**src/rtl/rlgl_pkg.sv**
```systemverilog
// Shared types for the red-light/green-light phase controller:
// light encoding, controller states and the LFSR seed/step.
package rlgl_pkg;

    typedef enum logic [1:0] {
        L_OFF    = 2'd0,
        L_GREEN  = 2'd1,
        L_YELLOW = 2'd2,
        L_RED    = 2'd3
    } light_t;

    typedef enum logic [2:0] {
        S_IDLE,
        S_GREEN,
        S_YELLOW,
        S_RED_GRACE,
        S_RED_ARMED,
        S_WIN,
        S_LOSE
    } state_t;

    localparam logic [7:0] LFSR_SEED = 8'hA5;

    // Fibonacci LFSR, taps 8,6,5,4 (maximal length, never reaches zero)
    function automatic logic [7:0] lfsr_step(input logic [7:0] v);
        return {v[6:0], v[7] ^ v[5] ^ v[4] ^ v[3]};
    endfunction

    function automatic light_t light_of(input state_t s);
        unique case (s)
            S_GREEN:     return L_GREEN;
            S_YELLOW:    return L_YELLOW;
            S_RED_GRACE: return L_RED;
            S_RED_ARMED: return L_RED;
            default:     return L_OFF;
        endcase
    endfunction

endpackage

```
**src/rtl/phase_timer.sv**
```systemverilog
// Per-phase tick down-counter: loads a length, counts ticks to zero
// and flags expiry so the controller can advance.
module phase_timer (
    input  logic       clk,
    input  logic       rst_n,
    input  logic       load_i,
    input  logic [7:0] load_val_i,
    input  logic       tick_i,
    output logic [7:0] value_o,
    output logic       expired_o
);

    logic [7:0] value_q;
    logic [7:0] value_d;

    always_comb begin
        value_d = value_q;
        if (load_i) begin
            value_d = load_val_i;
        end else if (tick_i && value_q != 8'd0) begin
            value_d = value_q - 8'd1;
        end
    end

    always_ff @(posedge clk or negedge rst_n) begin
        if (!rst_n) begin
            value_q <= 8'd0;
        end else begin
            value_q <= value_d;
        end
    end

    assign value_o   = value_q;
    assign expired_o = (value_q == 8'd0);

endmodule

```
**src/rtl/light_phase_controller.sv**
```systemverilog
// Red-light/green-light round controller: phase sequencing, red-light
// movement policing, lives bookkeeping and win/lose result.
module light_phase_controller
    import rlgl_pkg::*;
#(
    parameter int GREEN_BASE   = 120,
    parameter int YELLOW_TICKS = 60,
    parameter int RED_TICKS    = 180,
    parameter int GRACE_TICKS  = 15,
    parameter int LIVES        = 3
) (
    input  logic       clk,
    input  logic       reset,
    input  logic       start,
    input  logic       tick,
    input  logic       moved,
    input  logic       finish,
    output logic [1:0] light,
    output logic       detect_en,
    output logic       violation,
    output logic [2:0] lives_left,
    output logic       win,
    output logic       lose,
    output logic [7:0] ticks_left
);

    localparam logic [7:0] Y_LEN = 8'(YELLOW_TICKS - 1);
    localparam logic [7:0] G_LEN = 8'(GRACE_TICKS - 1);
    localparam logic [7:0] A_LEN = 8'(RED_TICKS - GRACE_TICKS - 1);
    localparam logic [7:0] B_LEN = 8'(GREEN_BASE - 1);

    state_t     state_q, state_d;
    logic [7:0] lfsr_q;
    logic       pen_q, pen_d;
    logic [2:0] lives_q, lives_d, lives_n;
    logic       viol_q, viol_d;
    light_t     light_q;
    logic       det_q, win_q, lose_q;
    logic       hit, active;
    logic       t_load, t_tick, t_exp;
    logic [7:0] t_val, green_len;

    assign active = (state_q == S_GREEN) || (state_q == S_YELLOW) ||
                    (state_q == S_RED_GRACE) || (state_q == S_RED_ARMED);
    assign green_len = B_LEN + {4'd0, lfsr_q[3:0]};

    always_comb begin
        state_d = state_q;
        lives_d = lives_q;
        pen_d   = pen_q;
        viol_d  = 1'b0;
        hit     = 1'b0;
        lives_n = lives_q;
        t_load  = 1'b0;
        t_tick  = 1'b0;
        t_val   = 8'd0;
        if (!active) begin
            if (start) begin
                state_d = S_GREEN;
                lives_d = 3'(LIVES);
                t_load  = 1'b1;
                t_val   = green_len;
            end
        end else if (lives_q == 3'd0) begin
            // last life went on the previous cycle's violation
            state_d = S_LOSE;
            t_load  = 1'b1;
        end else begin
            hit     = (state_q == S_RED_ARMED) && moved && !pen_q;
            lives_n = lives_q - 3'(hit);
            viol_d  = hit;
            lives_d = lives_n;
            pen_d   = pen_q | hit;
            if (finish && lives_n != 3'd0) begin
                state_d = S_WIN;
                t_load  = 1'b1;
            end else if (tick && t_exp) begin
                t_load = 1'b1;
                unique case (state_q)
                    S_GREEN: begin
                        state_d = S_YELLOW;
                        t_val   = Y_LEN;
                    end
                    S_YELLOW: begin
                        state_d = S_RED_GRACE;
                        t_val   = G_LEN;
                    end
                    S_RED_GRACE: begin
                        state_d = S_RED_ARMED;
                        t_val   = A_LEN;
                    end
                    default: begin
                        state_d = S_GREEN;
                        t_val   = green_len;
                    end
                endcase
            end else begin
                t_tick = tick;
            end
        end
        if (state_d != S_RED_ARMED) begin
            pen_d = 1'b0;
        end
    end

    always_ff @(posedge clk or negedge reset) begin
        if (!reset) begin
            state_q <= S_IDLE;
            lfsr_q  <= LFSR_SEED;
            pen_q   <= 1'b0;
            lives_q <= 3'(LIVES);
            viol_q  <= 1'b0;
            light_q <= L_OFF;
            det_q   <= 1'b0;
            win_q   <= 1'b0;
            lose_q  <= 1'b0;
        end else begin
            state_q <= state_d;
            lfsr_q  <= lfsr_step(lfsr_q);
            pen_q   <= pen_d;
            lives_q <= lives_d;
            viol_q  <= viol_d;
            light_q <= light_of(state_d);
            det_q   <= (state_d == S_RED_ARMED);
            win_q   <= (state_d == S_WIN);
            lose_q  <= (state_d == S_LOSE);
        end
    end

    phase_timer u_timer (
        .clk        (clk),
        .rst_n      (reset),
        .load_i     (t_load),
        .load_val_i (t_val),
        .tick_i     (t_tick),
        .value_o    (ticks_left),
        .expired_o  (t_exp)
    );

    assign light      = light_q;
    assign detect_en  = det_q;
    assign violation  = viol_q;
    assign lives_left = lives_q;
    assign win        = win_q;
    assign lose       = lose_q;

endmodule

```
**config.mk**
```make
export PLATFORM = sky130hd
export DESIGN_NAME = light_phase_controller
export DESIGN_NICKNAME = d
export VERILOG_FILES = /design/src/rtl/rlgl_pkg.sv /design/src/rtl/phase_timer.sv /design/src/rtl/light_phase_controller.sv
export SDC_FILE = /design/constraint.sdc
export NUM_CORES = 1
export LEC_CHECK = 0
export ABC_AREA = 1
export BUFFER_PORTS_ARGS = -buffer_cell sky130_fd_sc_hd__buf_2
export CORE_ASPECT_RATIO = 1.75
export CORE_MARGIN = 3
export CORE_UTILIZATION = 40
export CTS_BUF_LIST = sky130_fd_sc_hd__clkbuf_8 sky130_fd_sc_hd__clkbuf_16
export DETAILED_ROUTE_END_ITERATION = 8
export PLACE_DENSITY = 0.67
export SETUP_SLACK_MARGIN = 0.5
export SKIP_LAST_GASP = 1
export SYNTH_ARGS = -nofsm -noshare
export SYNTH_HDL_FRONTEND = slang
export SYNTH_SLANG_ARGS = --single-unit
```
**constraint.sdc**
```tcl
create_clock -name clk -period 2.85 [get_ports clk]
set_input_delay 0.57 -clock clk [delete_from_list [all_inputs] [get_ports clk]]
set_output_delay 0.57 -clock clk [all_outputs]
set_load 0.05 [all_outputs]
```
==> results of run 1 <==
==> registers in the layout, summed over array words and instances (netlist names) <==
| name | count |
|---|---|
| lfsr_q | 8 |
| u_timer.value_o | 8 |
| lives_left | 3 |
| state_q | 3 |
| light | 2 |
| detect_en | 1 |
| lose | 1 |
| pen_q | 1 |
| violation | 1 |
| win | 1 |
==> worst max-delay path: cells and delay by family (launching register included) <==
kind	cells	cell delay, ns
flip-flops	1	0.41
buffers and inverters	4	0.39
AO/OA/AOI/OAI	2	0.31
AND/OR/NAND/NOR	9	0.66
adder cells (fa/ha/maj)	2	0.41
==> per-stage QoR <==
step	std cells	utilization [%]	power, mW	area, um2
after CTS	307	49.28	2.501	2064
after global routing	312	51.79	2.798	2170
after floorplan	226	-	1.782	1773
final	312	51.79	2.613	2170
after global placement	295	45.88	2.037	1922
after detailed placement	295	45.88	2.047	1922
==> power groups by stage <==
stage,sequential (mW),combinational [mW],clock [mW]
final,0.654,1.54,0.415
after detailed placement,0.665,1.38,0
after floorplan,0.969,0.813,0
after CTS,0.651,1.43,0.425
after global placement,0.662,1.38,0
after global routing,0.672,1.69,0.441
==> synth_stat cells (3+ instances only) <==
cell | number | share of area (%)
nand3_1 | 13 | 3.7
a31oi_1 | 3 | 1.1
nand2_2 | 4 | 1.4
nor2_1 | 22 | 4.7
nand2_1 | 59 | 12
xor2_1 | 4 | 2.0
xnor2_1 | 6 | 3.0
nand2_4 | 6 | 3.8
inv_1 | 32 | 6.8
dfstp_2 | 6 | 8.9
nor2_4 | 3 | 1.9
o21ai_0 | 9 | 2.5
ha_1 | 6 | 4.2
a21oi_1 | 9 | 2.5
o21ai_1 | 7 | 2.0
dfrtp_1 | 23 | 32
==> routing by layer <==
metal | GRT usage, % | vias up | wire length, um
met5 | 0 | - | 0
met4 | 9.307 | 0 | 115
met3 | 3.576 | 13 | 128
met2 | 31.45 | 29 | 2374
met1 | 14.99 | 723 | 1491
li1 | - | 779 | -
==> cell type report <==
| cell class | count | area [um2] |
|---|---|---|
| inverters | 34 | 130.1 |
| well taps | 49 | 61.31 |
| clock buffers | 5 | 68.82 |
| fillers | 421 | 2019 |
| repair buffers | 30 | 171.4 |
| flip-flops and latches | 29 | 734.5 |
| multi-input cells | 162 | 964.7 |
| clock inverters | 3 | 38.79 |
==> worst max-delay path by stage <==
stage,start,end,slack (ns),depth (start not counted)
6_report,state_q[1],u_timer.value_o[2],0.58,17
5_1_grt,state_q[1],pen_q,0.44,17
4_1_cts,state_q[1],pen_q,0.52,18
3_5_place_dp,state_q[1],u_timer.value_o[4],0.34,18
3_3_place_gp,moved,u_timer.value_o[4],0.40,16
2_1_floorplan,lives_left[0],u_timer.value_o[2],0.59,14
==> what timing repair did <==
action                                  in CTS  in global routing
buffers inserted                             4                  3
endpoints found under the setup margin       9                 14
resized for setup                            2                 21
gates cloned                                 0                  2
pin swaps                                    2                  9
endpoints found under the hold margin        0                  0
==> logic make-up (layout without fill, tap and decap cells) <==
| logic type | Yosys count | after routing | share of synthesized area (%) |
|---|---|---|---|
| XOR/XNOR | 10 | 10 | 4.940 |
| buffers and inverters | 36 | 72 | 8.469 |
| AO/OA/AOI/OAI | 32 | 32 | 10.37 |
| AND/OR/NAND/NOR | 113 | 114 | 30.63 |
| flip-flops | 29 | 29 | 41.35 |
| adder cells (fa/ha/maj) | 6 | 6 | 4.234 |
==> summary.txt, run 1 <==
CTS
  • CTS root buffer: clkbuf_8
  • CTS tree: done
  • Hold-fix buffers, CTS: 0
  • Worst-path clk slew: 0.07 ns
  • TritonCTS buffer count: 5
  • Clock sink total: 29
  • Clk_lat worst skew: 0.29 ns
  • H-tree Lvls: 2
  • Clock tree buffer depth: 2

Global route
  • Largest net degree at the start of global routing: 30
  • Initial antenna violation count: 0
  • Global-route wire length before repair: 6561 um
  • Total grt overflow: 0
  • Vias in the first global route: 1,527
  • GR Util All Layers: 16.22%

Critical path
  • Arrival time of the worst setup path: 2.44 ns
  • Reg2reg start: state_q[1]
  • FF-to-FF End: u_timer.value_o[2]
  • Crit path capture type: register
  • CP max-delay cell: dfrtp_2
  • CP Class: register to register
  • Crit-path max FO: 4
  • Max incr delay on CP: 0.41 ns
  • Critical path, cell by cell: nor2_2 > nand2_2 > inv_2 > nand2_2 > nor2_2 > ha_2 > ha_4 > nand2_4 > inv_2 > a21oi_4 > nor2_4 > buf_4 > buf_2 > nand2_1 > nor2_1 > o21ai_1 > nand2_1
  • Critical Path RT: 3.02 ns
  • Critical Path Start Type: register
  • FF-to-FF path depth: 17
  • R2R setup slack: 0.58 ns

Final layout
  • N_diodes: 0
  • Final net count: 274
  • Layout cells sized above 1: 29.28%
  • Area growth syn-to-layout: 22.37%
  • Most common cell after layout, fill and taps aside: nand2_1
  • Most frequent cells in the layout: nand2_1, inv_1, buf_2, dfrtp_1, nor2_1

Power and ir drop
  • Power Dens Cells: 1205 nW/um2
  • Maximum vdd drop: 0.0006740 V
  • Part of the power in combinational logic: 59.1%
  • Switch share: 51.55%
  • Psw: 1.347 mW
  • Clock share of power: 15.9%
  • Leakage: 1.147 nW
  • Cell Int Power: 1.266 mW
  • Sequential fraction of design power: 25.0%

Floorplan
  • Core area: 4189 um2
  • Die area: 5298 um2
  • Width of the chip: 56.33 um
  • Initial Utilization: 42.32%
  • Site Rows: 31
  • Die height: 94.07 um
  • I/O Pins: 23

Yosys
  • Sequential share of the synthesized area: 41.35%
  • Post-synthesis cell area: 1773 um2
  • Top_reg_cell synth: dfrtp_1
  • #FFs+latches synth: 29
  • Synth warn: 0
  • Synth Net Count: 238
  • Average size of a mapped cell: 7.845 um2
  • Synth cell types: 26
  • EDFF count, synth: 0
  • FFs w/ async S/R, synth: 100.0%
  • Synth Instances: 226

Route
  • First-iteration detailed-routing DRC count: 57
  • Via count: 1,544
  • First-pass DRT Iterations: 4
  • Number of remaining DRC errors: 0
  • WL per Instance: 13.17 um
  • Routed wire length: 4109 um
  • Post-DRT Antenna Nets: 0
  • Routed vias/inst: 4.949

Timing
  • RSZ-0062 raised after global routing: yes
  • Slew margin rel.: 57.40%
  • Final setup violation count: 0
  • Worst Hold Slack: 0.3032 ns
  • Slew at the pin closest to its max-slew limit: 0.6390 ns
  • Fin crit period: 2.266 ns
  • Fmax: 0.4414 GHz
  • Slew Limit Fails: 0
  • Worst Slack Setup Final: 0.5843 ns
  • Setup TNS: 0 ns
  • Final Hold Fails: 0
  • Clock skew: 0.007856 ns
  • Crit share post-route: 79.50%

Placed design
  • IO Port Bufs: 22
  • Dpl ws: 0.3363 ns
  • Placer congestion estimate: 0.8479
  • Detail Placement HPWL: 3011 um

Min path
  • Worst hold path class: input port to async pin

Flow run
  • MaxCap Viol Count: 0

Run status
  • Status: finished, final reports clean
Note: power is estimated with default switching activity, not from simulation.
==> run 2: changes to the inputs <==
- ABC_AREA: 1 -> 0
- clock period: 2.85 -> 2.35 ns (I/O delays scaled with it)
==> run 2 against run 1 <==
Effect of this change:
- the run now ends with setup timing left
- flip-flop and latch count unchanged
- combinational power shrank 9.7%
- die area rose by 1.6%
- critical endpoint is now violation
- largest power group unchanged
- highest routed layer unchanged
==> summary.txt, run 2 <==
Yosys
  • Synth Net Count: 203
  • Synth cell types: 54
  • Area leader, netlist: dfrtp_1
  • Average size of a mapped cell: 9.440 um2
  • Yosys top cell area share: 31.92%
  • #FFs+latches synth: 29
  • FFs w/ async S/R, synth: 100.0%
  • Top cell types by occurrence after synthesis: dfrtp_1, nand2_1, nor2_1
  • Synth Instances: 191
  • Top_reg_cell synth: dfrtp_1
  • Top post-synthesis cells by area: dfrtp_1, dfstp_2, ha_1, o21ai_0, xnor2_1
  • Sequential share of the synthesized area: 40.67%
  • Synth warn: 0
  • Post-synthesis cell area: 1803 um2
  • EDFF count, synth: 0
  • Count leader, synth: dfrtp_1

Final layout
  • Layout Utilization: 61.05%
  • N_diodes: 0
  • Most frequent cells in the layout: buf_4, dfrtp_1, buf_2, nand2_1, nor2_1
  • Area growth syn-to-layout: 43.16%
  • Final net count: 270
  • Most common cell after layout, fill and taps aside: buf_4
  • Layout cells sized above 1: 50.58%

Timing
  • Slew at the pin closest to its max-slew limit: 0.6360 ns
  • Slew margin rel.: 57.60%
  • Fmax: 0.3877 GHz
  • Worst Slack Setup Final: -0.2295 ns
  • RSZ-0062 raised after global routing: yes
  • Slew Limit Fails: 0
  • Final Hold Fails: 0
  • Clock skew: 0.003424 ns
  • Fin crit period: 2.579 ns
  • Final setup violation count: 17
  • Crit share post-route: 109.8%

Power and ir drop
  • Maximum vdd drop: 0.0007485 V
  • Leakage: 1.157 nW
  • Total Power: 2.471 mW
  • Power Dens Cells: 957.4 nW/um2

CTS
  • Worst-path clk slew: 0.07 ns
  • CTS root buffer: clkbuf_8
  • TritonCTS buffer count: 5
  • Clock sink total: 29
  • Clk_lat worst skew: 0.28 ns
  • CTS tree: done
  • H-tree Lvls: 2
  • Clock tree buffer depth: 2

Critical path
  • Arrival time of the worst setup path: 2.77 ns
  • Crit path capture type: register
  • CP dominant cell by count: buf_4
  • Critical path, cell by cell: nor3b_4 > nand2_2 > buf_4 > buf_4 > buf_4 > buf_4 > buf_4 > buf_4 > buf_4 > buf_4 > buf_4 > buf_4 > buf_4 > buf_4 > buf_4 > nor3_1
  • Max incr delay on CP: 0.41 ns
  • Critical Path RT: 2.54 ns
  • CP max-delay cell: dfrtp_1
  • Largest delay share family, worst path: buffers and inverters
  • WP buf/inv: 13
  • CP Class: register to register
  • Crit-path max FO: 2
  • Critical Path Start Type: register

Floorplan
  • I/O Pins: 23
  • Width of the chip: 56.75 um
  • Die area: 5381 um2
  • Core area: 4228 um2
  • Initial Utilization: 42.65%
  • Site Rows: 31
  • Die height: 94.82 um

Route
  • Routed wire length: 5031 um
  • WL per Instance: 16.33 um
  • First-pass DRT Iterations: 4
  • Via count: 1,738
  • First-iteration detailed-routing DRC count: 96
  • Number of remaining DRC errors: 0
  • Post-DRT Antenna Nets: 0
  • Routed vias/inst: 5.643

Global route
  • Total grt overflow: 0
  • Initial antenna violation count: 0
  • Largest net degree at the start of global routing: 30
  • Vias in the first global route: 1,787
  • Global-route wire length before repair: 8238 um
  • GR Util All Layers: 19.94%

Placed design
  • IO Port Bufs: 22
  • Placer congestion estimate: 0.8854
  • Detail Placement HPWL: 3506 um

Flow run
  • MaxCap Viol Count: 0

Run status
  • Failing checks: setup timing
  • Status: complete, but fails checks

Min path
  • Worst hold path class: input port to async pin
==> run 2: per-stage QoR <==
step           hold slack, ns  TNS [ns]  setup WS, ns  instance area [um2]  cells
2_1_floorplan          0.1744    -1.228       -0.1507                 1863    191
3_3_place_gp           0.3350   -0.1542      -0.06334                 2183    280
3_5_place_dp           0.3434   -0.5134       -0.1249                 2183    280
4_1_cts                0.2269    -1.029       -0.1417                 2496    306
5_1_grt                0.2458    -4.464       -0.3797                 2581    308
6_report               0.2040    -2.166       -0.2295                 2581    308
==> run 2: final cells by class <==
| cell class | instances | area (um2) |
|---|---|---|
| Clock inverter | 3 | 17.52 |
| Multi-Input combinational cell | 140 | 1174 |
| Fill cell | 356 | 1647 |
| Clock buffer | 5 | 68.82 |
| Sequential cell | 29 | 733.2 |
| Inverter | 14 | 52.55 |
| Timing Repair Buffer | 68 | 474.2 |
| Tap cell | 49 | 61.31 |
==> run 2: cell families after synthesis <==
family	share of synthesized area (%)
buffers and inverters	5.135
adders and majority gates	4.788
xor gates and xnor gates	5.343
muxes	2.498
DFF	40.67
and+or+nand+nor	19.22
AOI/OAI and AO/OA	22.35
==> run 2: final timing paths <==
kind                             from            endpoint  slack [ns]  cells after the start
min                             reset           lfsr_q[3]        0.20                      1
max in group asynchronous       reset  u_timer.value_o[6]        1.73                      1
min reg2reg                 lfsr_q[6]           lfsr_q[7]        0.35                      0
max                        state_q[0]           violation       -0.23                     16
max reg2reg                state_q[0]           violation       -0.23                     16
min in group clk            lfsr_q[6]           lfsr_q[7]        0.35                      0
==> run 2: metal layers <==
layer | up-vias | GRT usage (%) | part of all wire [%]
li1 | 821 | - | -
met1 | 831 | 21.15 | 37
met2 | 58 | 35.91 | 54
met3 | 28 | 3.283 | 3.3
met4 | 0 | 12.57 | 5.9
met5 | - | 0 | 0
==> run 2: what timing repair did <==
action | in CTS | in global routing
setup endpoints to repair | 17 | 19
hold buffers | 0 | 0
pin swaps | 5 | 20
gates resized for setup | 19 | 19
setup buffers | 18 | 2
==> run 2: power by group <==
part | total [mW] | internal (mW) | leakage [nW] | switching (mW)
clock | 0.403 | 0.204 | 0.0439 | 0.199
sequential | 0.683 | 0.590 | 0.359 | 0.0925
combinational | 1.39 | 0.532 | 0.755 | 0.853
==> run 3: changes to the inputs <==
- RECOVER_POWER: not set -> 25
==> run 3 against run 2 <==
Effect of this change:
- the flow finishes with violations (capacitance limit, slew limit, setup timing)
- maximum frequency unchanged
- flip-flop and latch count unchanged
- combinational power barely moved
- final cell count stayed put
- via count rose by 0.12%
- register-to-register slack hardly changed
- clock skew about the same
- sequential power about the same
- utilization is essentially flat
- clock-buffer cell count unchanged
- non-clock buffer count is the same
- die area unchanged
- critical path type unchanged
- largest power group unchanged
- highest routed layer unchanged
==> summary.txt, run 3 (synthesized netlist as in run 2, its figures left out) <==
Global route
  • Global-route wire length before repair: 8238 um
  • Total grt overflow: 0
  • Initial antenna violation count: 0
  • GR Util All Layers: 19.94%
  • Vias in the first global route: 1,787
  • Largest net degree at the start of global routing: 30

Timing
  • Worst Slack Setup Final: -0.2295 ns
  • Fmax: 0.3877 GHz
  • Slew at the pin closest to its max-slew limit: 1.525 ns
  • Setup TNS: -2.166 ns
  • Slew margin rel.: -1.651%
  • Final Hold Fails: 0
  • Final setup violation count: 17
  • Fin crit period: 2.579 ns
  • RSZ-0062 raised after global routing: yes
  • Clock skew: 0.003441 ns
  • Slew Limit Fails: 30
  • Crit share post-route: 109.8%

Min path
  • Worst hold stages: 0
  • Worst hold path class: register to register

Route
  • WL per Instance: 16.31 um
  • Routed wire length: 5024 um
  • First-pass DRT Iterations: 4
  • Number of remaining DRC errors: 0
  • Via count: 1,740
  • First-iteration detailed-routing DRC count: 99
  • Routed vias/inst: 5.649
  • Post-DRT Antenna Nets: 0

Floorplan
  • Initial Utilization: 42.65%
  • Die height: 94.82 um
  • Width of the chip: 56.75 um
  • Core area: 4228 um2
  • I/O Pins: 23
  • Die area: 5381 um2
  • Site Rows: 31

Power and ir drop
  • Power Dens Cells: 957.6 nW/um2
  • Maximum vdd drop: 0.0007485 V
  • Leakage: 1.155 nW

CTS
  • TritonCTS buffer count: 5
  • CTS tree: done
  • H-tree Lvls: 2
  • Worst-path clk slew: 0.07 ns
  • Clock tree buffer depth: 2
  • Clock sink total: 29
  • Clk_lat worst skew: 0.28 ns
  • CTS root buffer: clkbuf_8
  • Hold-fix buffers, CTS: 0

Critical path
  • Critical Path Start Type: register
  • Crit path capture type: register
  • Crit-path max FO: 2
  • FF-to-FF path depth: 16
  • Arrival time of the worst setup path: 2.77 ns
  • CP Class: register to register
  • Critical Path RT: 2.54 ns

Placed design
  • Detail Placement HPWL: 3506 um
  • Placer congestion estimate: 0.8854
  • IO Port Bufs: 22

Final layout
  • Filler Cell Count: 356
  • Layout Utilization: 61.02%
  • Most common cell after layout, fill and taps aside: buf_4
  • Most frequent cells in the layout: buf_4, dfrtp_1, buf_2, nand2_1, nor2_1
  • N_diodes: 0
  • Area growth syn-to-layout: 43.09%
  • Final net count: 270
  • Layout cells sized above 1: 49.03%

Flow run
  • MaxCap Viol Count: 1

Run status
  • Status: complete, but fails checks
  • Failing checks: capacitance limit, slew limit, setup timing
[run 3: repair_timing]
| action | in CTS | in global routing |
|---|---|---|
| pin swaps | 5 | 20 |
| setup endpoints to repair | 17 | 19 |
| resized for setup | 19 | 19 |
| buffers inserted | 18 | 2 |
[run 3: path summary, 6_finish.rpt]
| check | startpoint | to | slack [ns] |
|---|---|---|---|
| setup / recovery | state_q[0] | violation | -0.23 |
| max in group asynchronous | reset | u_timer.value_o[6] | 0.91 |
| hold / removal | lfsr_q[6] | lfsr_q[7] | 0.35 |
| min in group asynchronous | reset | lfsr_q[3] | 0.55 |
| hold reg to reg | lfsr_q[6] | lfsr_q[7] | 0.35 |
| setup reg to reg | state_q[0] | violation | -0.23 |
[run 3: area by class of cell]
type	count	area, um2	share of cell area (%)
inverter	14	52.55	2.037
clock inverter	3	17.52	0.6790
clock buffer	5	68.82	2.667
timing repair buffer	68	473.0	18.33
sequential	29	733.2	28.42
multi-input combinational	140	1174	45.49
tap	49	61.31	2.376
[run 3: where the power goes]
group          leakage, nW  switching (mW)  internal, mW  total (mW)
registers            0.360          0.0925         0.590       0.682
clock network       0.0439           0.199         0.204       0.403
logic                0.752           0.853         0.532        1.39
total                 1.16            1.15          1.33        2.47
[run 3: metrics by stage]
step / total power, mW / area [um2] / worst slack (ns) / instances / hold WS, ns
after floorplan: 1.577 / 1863 / -0.1507 / 191 / 0.1744
final: 2.471 / 2580 / -0.2295 / 308 / 0.3537
after global routing: 2.614 / 2580 / -0.3797 / 308 / 0.3690
after detailed placement: 1.916 / 2183 / -0.1249 / 280 / 0.3434
after global placement: 1.910 / 2183 / -0.06334 / 280 / 0.3350
after CTS: 2.420 / 2496 / -0.1417 / 306 / 0.2269
[run 3: worst max-delay path, cell delays in order (launching register included)]
cell and delay, ns:
dfrtp_1 0.41, nor3b_4 0.23, nand2_2 0.09, buf_4 0.13, buf_4 0.12, buf_4 0.12, buf_4 0.12, buf_4 0.12
buf_4 0.12, buf_4 0.12, buf_4 0.12, buf_4 0.12, buf_4 0.12, buf_4 0.12, buf_4 0.12, buf_4 0.12
nor3_1 0.19
[run 3: routing by layer]
metal  up-vias  GRT usage (%)  routed length, um
met2        58          35.91               2716
li1        821              -                  -
met5         -              0                  0
met4         0          12.57                298
met1       833          21.15               1843
met3        28          3.283                166
